==> src/rtl/pool1_pkg.sv <==
// Shared types and helpers for the pool-1 control slice.
// FSM states, output-size helper and stride-2 window predicate.
package pool1_pkg;

  typedef enum logic [1:0] {
    IDLE,
    STREAM,
    DRAIN,
    DONE
  } state_t;

  function automatic int next_size(int size, int k);
    return (size - k) / 2 + 1;
  endfunction

  // Pixel (r,c) closes a stride-2 window of size k.
  function automatic logic window_valid(int r, int c, int k);
    return (r >= k - 1) && (c >= k - 1) &&
           (((r - (k - 1)) % 2) == 0) &&
           (((c - (k - 1)) % 2) == 0);
  endfunction

endpackage

==> src/rtl/pool1_delay_line.sv <==
// N-stage valid-bit shift register with asynchronous reset.
// Carries no data, only the strobe being delayed.
module pool1_delay_line #(
  parameter int N = 1
) (
  input  logic clk,
  input  logic rst,
  input  logic d,
  output logic q
);

  logic [N-1:0] sr;

  always_ff @(posedge clk or posedge rst) begin
    if (rst) begin
      sr <= '0;
    end else begin
      sr[0] <= d;
      for (int i = 1; i < N; i++) sr[i] <= sr[i-1];
    end
  end

  assign q = sr[N-1];

endmodule

==> src/rtl/pool1_ctrl.sv <==
// Pool-1 control/address generator: streams IFM pixels, strobes pooling, writes OFM.
// Optional input stall is enabled by defining POOL1_CTRL_STALL_EN.
module pool1_ctrl
  import pool1_pkg::*;
#(
  parameter int IFM_SIZE              = 14,
  parameter int IFM_DEPTH             = 3,
  parameter int KERNAL_SIZE           = 2,
  parameter int IFM_SIZE_NEXT         = next_size(IFM_SIZE, KERNAL_SIZE),
  parameter int ADDRESS_SIZE_IFM      = $clog2(IFM_SIZE * IFM_SIZE),
  parameter int ADDRESS_SIZE_NEXT_IFM = $clog2(IFM_SIZE_NEXT * IFM_SIZE_NEXT),
  parameter int POOL_LATENCY          = 1
) (
  input  logic                             clk,
  input  logic                             reset,
  input  logic                             start,
`ifdef POOL1_CTRL_STALL_EN
  input  logic                             stall,
`endif
  output logic                             ifm_rd_en,
  output logic [ADDRESS_SIZE_IFM-1:0]      ifm_rd_addr,
  output logic [$clog2(IFM_DEPTH):0]       ifm_sel,
  output logic                             fifo_enable,
  output logic                             pool_enable,
  output logic                             ofm_wr_en,
  output logic [ADDRESS_SIZE_NEXT_IFM-1:0] ofm_wr_addr,
  output logic                             busy,
  output logic                             done
);

  localparam int CW = $clog2(IFM_SIZE);
  localparam int SW = $clog2(IFM_DEPTH) + 1;
  localparam int NW = ADDRESS_SIZE_NEXT_IFM;
  localparam int DW = $clog2(POOL_LATENCY + 2) + 1;

  localparam logic [CW-1:0] LAST_IDX   = CW'(IFM_SIZE - 1);
  localparam logic [SW-1:0] LAST_MAP   = SW'(IFM_DEPTH - 1);
  localparam logic [NW-1:0] LAST_WR    = NW'(IFM_SIZE_NEXT * IFM_SIZE_NEXT - 1);
  localparam logic [DW-1:0] DRAIN_LAST = DW'(POOL_LATENCY + 1);

  state_t        state;
  logic [CW-1:0] r, c, r_q, c_q;
  logic [DW-1:0] drain_cnt;
  logic          rd_q;
  logic          hold;
  logic          last_px;

`ifdef POOL1_CTRL_STALL_EN
  assign hold = stall;
`else
  assign hold = 1'b0;
`endif

  assign ifm_rd_en = rd_q & ~hold;
  assign last_px   = (r == LAST_IDX) && (c == LAST_IDX);

  always_ff @(posedge clk or posedge reset) begin
    if (reset) begin
      state       <= IDLE;
      r           <= '0;
      c           <= '0;
      ifm_sel     <= '0;
      ifm_rd_addr <= '0;
      rd_q        <= 1'b0;
      busy        <= 1'b0;
      done        <= 1'b0;
      drain_cnt   <= '0;
    end else begin
      done <= 1'b0;
      unique case (state)
        IDLE: begin
          if (start) begin
            state       <= STREAM;
            busy        <= 1'b1;
            rd_q        <= 1'b1;
            r           <= '0;
            c           <= '0;
            ifm_sel     <= '0;
            ifm_rd_addr <= '0;
          end
        end
        STREAM: begin
          if (!hold) begin
            if (last_px) begin
              r           <= '0;
              c           <= '0;
              ifm_rd_addr <= '0;
              if (ifm_sel == LAST_MAP) begin
                state     <= DRAIN;
                rd_q      <= 1'b0;
                drain_cnt <= '0;
              end else begin
                ifm_sel <= ifm_sel + 1'b1;
              end
            end else begin
              ifm_rd_addr <= ifm_rd_addr + 1'b1;
              if (c == LAST_IDX) begin
                c <= '0;
                r <= r + 1'b1;
              end else begin
                c <= c + 1'b1;
              end
            end
          end
        end
        // Fixed drain: RAM stage, pool stage, then POOL_LATENCY write stages.
        DRAIN: begin
          if (drain_cnt == DRAIN_LAST) begin
            state <= DONE;
            done  <= 1'b1;
            busy  <= 1'b0;
          end else begin
            drain_cnt <= drain_cnt + 1'b1;
          end
        end
        DONE: begin
          state   <= IDLE;
          ifm_sel <= '0;
        end
        default: state <= IDLE;
      endcase
    end
  end

  always_ff @(posedge clk or posedge reset) begin
    if (reset) begin
      r_q <= '0;
      c_q <= '0;
    end else if (ifm_rd_en) begin
      r_q <= r;
      c_q <= c;
    end
  end

  pool1_delay_line #(.N(1)) u_ram_lat (
    .clk (clk),
    .rst (reset),
    .d   (ifm_rd_en),
    .q   (fifo_enable)
  );

  always_ff @(posedge clk or posedge reset) begin
    if (reset) pool_enable <= 1'b0;
    else pool_enable <= fifo_enable &&
      window_valid(int'(r_q), int'(c_q), KERNAL_SIZE);
  end

  pool1_delay_line #(.N(POOL_LATENCY)) u_pool_lat (
    .clk (clk),
    .rst (reset),
    .d   (pool_enable),
    .q   (ofm_wr_en)
  );

  always_ff @(posedge clk or posedge reset) begin
    if (reset) begin
      ofm_wr_addr <= '0;
    end else if (state == IDLE && start) begin
      ofm_wr_addr <= '0;
    end else if (ofm_wr_en) begin
      ofm_wr_addr <= (ofm_wr_addr == LAST_WR) ? '0 : ofm_wr_addr + 1'b1;
    end
  end

endmodule
==> config.mk <==
export PLATFORM = sky130hd
export DESIGN_NAME = pool1_ctrl
export DESIGN_NICKNAME = d
export VERILOG_FILES = /design/src/rtl/pool1_pkg.sv /design/src/rtl/pool1_delay_line.sv /design/src/rtl/pool1_ctrl.sv
export SDC_FILE = /design/constraint.sdc
export NUM_CORES = 1
export LEC_CHECK = 0
export CAP_MARGIN = 20
export CORE_MARGIN = 1
export CORE_UTILIZATION = 54
export DETAILED_ROUTE_END_ITERATION = 10
export GPL_ROUTABILITY_DRIVEN = 0
export PLACE_DENSITY = 0.82
export SLEW_MARGIN = 20
export SYNTH_ARGS = -nofsm -noshare
export SYNTH_HDL_FRONTEND = slang
export SYNTH_SLANG_ARGS = --single-unit
==> constraint.sdc <==
create_clock -name clk -period 2.4 [get_ports clk]
set_input_delay 0.24 -clock clk [delete_from_list [all_inputs] [get_ports clk]]
set_output_delay 0.24 -clock clk [all_outputs]
set_load 0.01 [all_outputs]
==> run summary, run 1 <==
count of pins over their slew limit: 0
post-place setup slack: 0.424 ns
data arrival time of the critical path: 2.26 ns
worst-path maximum fanout: 10
clock-pin slew of the registers on the worst-case setup and hold paths: 0.08 ns
vias post-DR: 1533
top cell type's share of synthesized area: 0.461
number of cells after detailed placement: 271
required arrival time at the worst endpoint: 2.58 ns
worst-case reg-to-reg path depth: 6
total number of cells along the worst setup path: 6
global-route wire length before repair: 6830 microns
wire length reported by the detailed router: 3900 microns
Synth area leaders: dfrtp_1 46%, ha_1 9.7%, nor2_1 4.0%, xor2_1 3.0%, o21ai_0 2.9%
proportion of layout cells with a drive suffix above 1: 0.0952
ratio of final minimum period to clock period: 0.867
worst voltage drop across the vdd grid: 0.525 mV
number of vias per cell: 5.49
post-layout utilization of the core: 0.683
most frequently used cell type in the post-synthesis netlist: dfrtp_1
Syn. warnings: 0
Skew-Pair Late Insertion Delay: 0.30 ns
overall track demand over capacity in global routing: 0.219
Critical Path, Cell by Cell: inv_1 > ha_1 > mux2i_2 > a21oi_1 > o21ai_0 > o2bb2ai_1
count of cells resized by post-cts repair: 0
number of enable-type register cells in the synthesized netlist: 0
Non-Filler Instances: 279
Final Hold Fails: 0
Seq cells post-synth: 38
maximum clock frequency: 481 MHz
Most used DFF post-synth: dfrtp_1
sequential share of the synthesized area: 0.461
Setup Fix Bufs, Post-CTS: 0
initial antenna violation count: 0
Buffers on Ports: 25
post-route minimum period: 2.08 ns
CTS tree: built
number of global-route vias before repair: 1472
startpoint kind of the worst setup timing path: flop
total congestion overflow after global routing: 0
1st-pass router iterations: 4
mean post-synth cell area: 10.3 sq um
leading cell types by count after synthesis: 38 x dfrtp_1, 22 x nor2_1, 16 x ha_1
clock buffer depth: 2
worst hold slack across all endpoints: 0.347 ns
CP max-delay cell: ha_1
least setup slack across all paths after layout: 0.320 ns
Die Wd: 63.8 microns
result of the run: finished clean
setup-violating endpoint count in the final report: 0
measured slew at the worst slew-check pin: 0.483 ns
htree depth: 2
pwr/cell area: 1040 nW/um^2
Buf+Inv Stages, Crit Path: 1
WL per Instance: 14.0 microns
type of the most critical hold path: input port to async pin
ANT cells: 0
post-route setup TNS: 0 ns
number of maximum-capacitance constraint violations: 0
maximum number of pins on one net before global-route repair: 39
clk sink count: 38
maximum single-stage delay on the critical path: 0.42 ns
CTS root buffer: clkbuf_8
die area: 4070 sq um
critical path start-end classification: flop to flop
Post-Synthesis Cells: 201
total half-perimeter wirelength after legalization and detailed placement: 2690 microns
CTS Hold Bufs: 0
Fin Clk Skew: 0.00864 ns
leakage power: 1.12 nW
Std-Cell Core Area: 3660 sq um
number of CTS-inserted buffers: 5
post-synthesis async set-or-reset flop share: 1.00
unrepaired setup endpoints after global routing: no
standard-cell row count: 22
post-synthesis cell area: 2060 sq um
fin nets: 249
antenna-violating nets left: 0
Crit. End Element: flop
DRC: 0
Max-slew headroom: 0.675
cell type group with the largest total delay on the critical path: compound AO/OA/AOI/OAI gates
Synth-to-Final Area Change: 21.2%
number of distinct library cells after synthesis: 42
net count after synthesis: 220
number of top-level pins: 26
count of routing violations after the opening detailed-route iteration: 84
post-synthesis cell type with the largest combined area: dfrtp_1
Initial Utilization: 0.563
Die Y-Extent: 63.8 microns
report_power, final:
group	total (W)	internal [W]	switching, W
combinational	0.00103	0.000446	0.000584
clock	0.000656	0.000416	0.000239
sequential	0.000926	0.000781	0.000144
layer usage:
layer	GRT usage	up-vias	wire length [microns]
met5	0	-	0
met4	0.0852	0	47
met3	0.0429	6	152
met2	0.350	30	1920
met1	0.294	749	1780
li1	-	748	-
stage by stage:
| stage | total power (W) | cell area (sq um) |
|---|---|---|
| floorplan | 0.00166 | 2060 |
| global placement | 0.00193 | 2360 |
| detailed placement | 0.00196 | 2360 |
| CTS | 0.00263 | 2500 |
| global route | 0.00281 | 2500 |
| finish | 0.00261 | 2500 |
area by class of cell:
class                   instances  area, sq um
clock buffers                   5         68.8
clock inverters                 3         68.8
fillers                       302         1160
inverters                      13         48.8
multi-input cells             145         1040
flip-flops and latches         38          951
well taps                      48         60.1
repair buffers                 27          265
worst paths after layout:
check,start,slack (ns),end
hold reg to reg,pool_enable,0.38,u_pool_lat.q
hold / removal,reset,0.35,u_pool_lat.q
min in group clk,pool_enable,0.38,u_pool_lat.q
setup / recovery,state[1],0.32,r[2]
setup reg to reg,state[1],0.32,r[2]
max in group asynchronous,reset,1.71,state[0]
cells in the final DEF, fill, tap and decap left out, types with 2 or more instances in the layout:
master,count
nor3_1,4
nand3_1,8
nor2_1,22
and2_1,2
nand4_1,7
xnor2_1,6
nor2b_1,3
o31ai_1,3
dfrtp_1,38
inv_1,13
nand2b_1,3
a21o_1,3
a21oi_1,6
o2bb2ai_1,2
o21ai_0,12
clkdlybuf4s50_1,25
xor2_1,7
clkbuf_8,5
buf_4,2
and3_1,2
bufinv_16,2
nand2_1,15
o211ai_1,2
nand3_4,2
mux2_2,3
ha_1,16
registers in the layout, indices dropped and copies added, names as in the netlist:
name,count
busy,1
pool_enable,1
ifm_rd_addr,8
c,4
u_ram_lat.q,1
r,4
drain_cnt,3
c_q,1
ofm_wr_addr,6
r_q,1
ifm_sel,3
state,2
ifm_rd_en,1
u_pool_lat.q,1
done,1
kinds of logic after synthesis:
family	after synthesis	share of synthesized area
XOR/XNOR	13	0.0552
flip-flops	38	0.461
multiplexers	6	0.0352
AND/OR/NAND/NOR	74	0.190
adder cells (fa/ha/maj)	16	0.0971
AO/OA/AOI/OAI	36	0.126
buffers and inverters	18	0.0358
worst register-to-register path, stage by stage, from the launching register on:
cell       delay (ns)
dfrtp_1          0.41
inv_1            0.11
ha_1             0.42
mux2i_2          0.23
a21oi_1          0.42
o21ai_0          0.21
o2bb2ai_1        0.17
(Power assumes the default switching activity.)
==> inputs of run 2 (changes only) <==
--- a/config.mk
+++ b/config.mk
@@ -8,7 +8,7 @@
 export CAP_MARGIN = 20
-export CORE_MARGIN = 1
-export CORE_UTILIZATION = 54
+export CORE_UTILIZATION = 60
 export DETAILED_ROUTE_END_ITERATION = 10
+export DONT_BUFFER_PORTS = 1
 export GPL_ROUTABILITY_DRIVEN = 0
-export PLACE_DENSITY = 0.82
+export PLACE_DENSITY = 0.8
 export SLEW_MARGIN = 20
==> constraint.sdc (replaced) <==
create_clock -name clk -period 2.4 [get_ports clk]
set_input_delay 0.48 -clock clk [delete_from_list [all_inputs] [get_ports clk]]
set_output_delay 0.48 -clock clk [all_outputs]
set_load 0.01 [all_outputs]
==> run 2 against run 1 <==
- final area is 11% lower
- cell count shrank 10%
- die area is 9.7% lower
- routed wire length grew 2.4%
- worst setup slack better by 0.079 ns
- count of clock-buffer cells in the layout up 1
- register-to-register slack better by 0.08 ns
- fmax increased by 3.9%
- global-route usage rose by 3.5 points
- clock power fell by 12%
- first-iteration DRC count down 9.5%
- critical path depth is the same
- critical endpoint unchanged
- largest power group is now sequential cells
==> run summary, run 2 (synthesized netlist as in run 1, its figures left out) <==
die area: 3670 sq um (-9.7%)
clk sink count: 38 (unchanged)
Buffers on Ports: 0 (-100%)
result of the run: finished clean
worst voltage drop across the vdd grid: 0.560 mV (+6.6%)
Die Y-Extent: 60.6 microns (-5.0%)
count of routing violations after the opening detailed-route iteration: 76 (-9.5%)
maximum clock frequency: 500 MHz (+3.9%)
htree depth: 2 (unchanged)
wire length reported by the detailed router: 4000 microns (+2.4%)
number of top-level pins: 26 (unchanged)
critical path start-end classification: flop to flop
leading cell types in the layout, fill and taps excluded: 38 x dfrtp_1, 22 x nor2_1, 16 x ha_1, 15 x nand2_1, 13 x inv_1
CTS root buffer: clkbuf_4
Post-DP Area: 2120 sq um (-10%)
required arrival time at the worst endpoint: 2.66 ns (+0.08 ns)
number of maximum-capacitance constraint violations: 0 (unchanged)
Largest regs: ifm_rd_addr (8), ofm_wr_addr (6)
Setup Fix Bufs, Post-CTS: 0 (unchanged)
measured slew at the worst slew-check pin: 0.681 ns (+0.198 ns)
overall track demand over capacity in global routing: 0.255 (+0.0353)
proportion of layout cells with a drive suffix above 1: 0.107 (+0.0116)
startpoint kind of the worst setup timing path: flop
number of flip-flops in the largest register: 8 (unchanged)
vias post-DR: 1468 (-4.2%)
fin nets: 224 (-10%)
global-route wire length before repair: 6700 microns (-1.9%)
Crit. End Element: flop
leakage power: 1.03 nW (-8.5%)
antenna-violating nets left: 0 (unchanged)
type of the most critical hold path: input port to async pin
post-place setup slack: 0.420 ns (-0.00425 ns)
area of all placed cells without fillers: 2230 sq um (-11%)
worst-path maximum fanout: 8 (-2)
1st-pass router iterations: 4 (unchanged)
CTS Hold Bufs: 0 (unchanged)
setup-violating endpoint count in the final report: 0 (unchanged)
Max-slew headroom: 0.546 (-0.129)
ratio of final minimum period to clock period: 0.834 (-0.0328)
total congestion overflow after global routing: 0 (unchanged)
Final Hold Fails: 0 (unchanged)
WL per Instance: 16.0 microns (+14%)
CTS tree: built
clock buffer depth: 2 (unchanged)
total half-perimeter wirelength after legalization and detailed placement: 2930 microns (+8.8%)
DRC: 0 (unchanged)
pwr/cell area: 1100 nW/um^2 (+5.2%)
ANT cells: 0 (unchanged)
post-route setup TNS: 0 ns (unchanged)
data arrival time of the critical path: 2.26 ns (about the same)
unrepaired setup endpoints after global routing: no
standard-cell row count: 20 (-9.1%)
least setup slack across all paths after layout: 0.399 ns (+0.0788 ns)
maximum number of pins on one net before global-route repair: 24 (-38%)
Initial Utilization: 0.654 (+0.0907)
number of global-route vias before repair: 1536 (+4.3%)
clock-pin slew of the registers on the worst-case setup and hold paths: 0.12 ns (+0.04 ns)
count of pins over their slew limit: 0 (unchanged)
worst hold slack across all endpoints: 0.0887 ns (-0.259 ns)
Fin Clk Skew: 0.0133 ns (+0.00461 ns)
Die Wd: 60.6 microns (-5.0%)
post-route minimum period: 2.00 ns (-0.0788 ns)
number of vias per cell: 5.87 (+6.9%)
initial antenna violation count: 0 (unchanged)
number of CTS-inserted buffers: 5 (unchanged)
Std-Cell Core Area: 3150 sq um (-14%)
count of cells resized by post-cts repair: 0 (unchanged)
largest register by flop count: ifm_rd_addr
Synth-to-Final Area Change: 8.19%
Skew-Pair Late Insertion Delay: 0.36 ns (+0.06 ns)
most common cell after layout, fill and taps aside: dfrtp_1
[run 2: worst paths after layout]
path                                   from        endpoint  slack, ns  cells past startpoint
worst min-delay path                  reset        state[1]       0.09                      1
worst max register to register     state[1]            r[2]       0.40                      6
worst min register to register  pool_enable    u_pool_lat.q       0.48                      0
max in group asynchronous             reset  ifm_rd_addr[1]       1.75                      2
worst max-delay path               state[1]            r[2]       0.40                      6
min in group clk                      start  ofm_wr_addr[0]       0.32                      2
[run 2: layout make-up]
| type | instances | area, sq um |
|---|---|---|
| clock buffers | 6 | 51.3 |
| clock inverters | 2 | 60.1 |
| fillers | 245 | 922 |
| inverters | 13 | 48.8 |
| multi-input cells | 145 | 1040 |
| flip-flops and latches | 38 | 951 |
| well taps | 44 | 55.1 |
| repair buffers | 2 | 27.5 |
[run 2: per-stage QoR]
stage / std cells / utilization / power (W)
after floorplan: 201 / - / 0.00166
after global placement: 242 / 0.672 / 0.00181
after detailed placement: 242 / 0.672 / 0.00188
after CTS: 250 / 0.708 / 0.00246
after global routing: 250 / 0.708 / 0.00263
final: 250 / 0.708 / 0.00245
[run 2: per-layer routing]
layer  up-vias  track usage  part of all wire
li1        703            -                 -
met1       723        0.291              0.42
met2        36        0.432              0.52
met3         6        0.100             0.053
met4         0       0.0974             0.013
met5         -            0                 0
[run 2: power by group]
part	internal (W)	switching, W
Clock	0.000353	0.000227
Combinational	0.000365	0.000547
Sequential	0.000780	0.000181
Total	0.00150	0.000955
[run 2: worst max-delay path, stage by stage (launching register included)]
cell       delay (ns)
dfrtp_1          0.44
inv_1            0.12
ha_1             0.38
mux2i_2          0.22
a21oi_1          0.38
o21ai_0          0.19
o2bb2ai_1        0.16
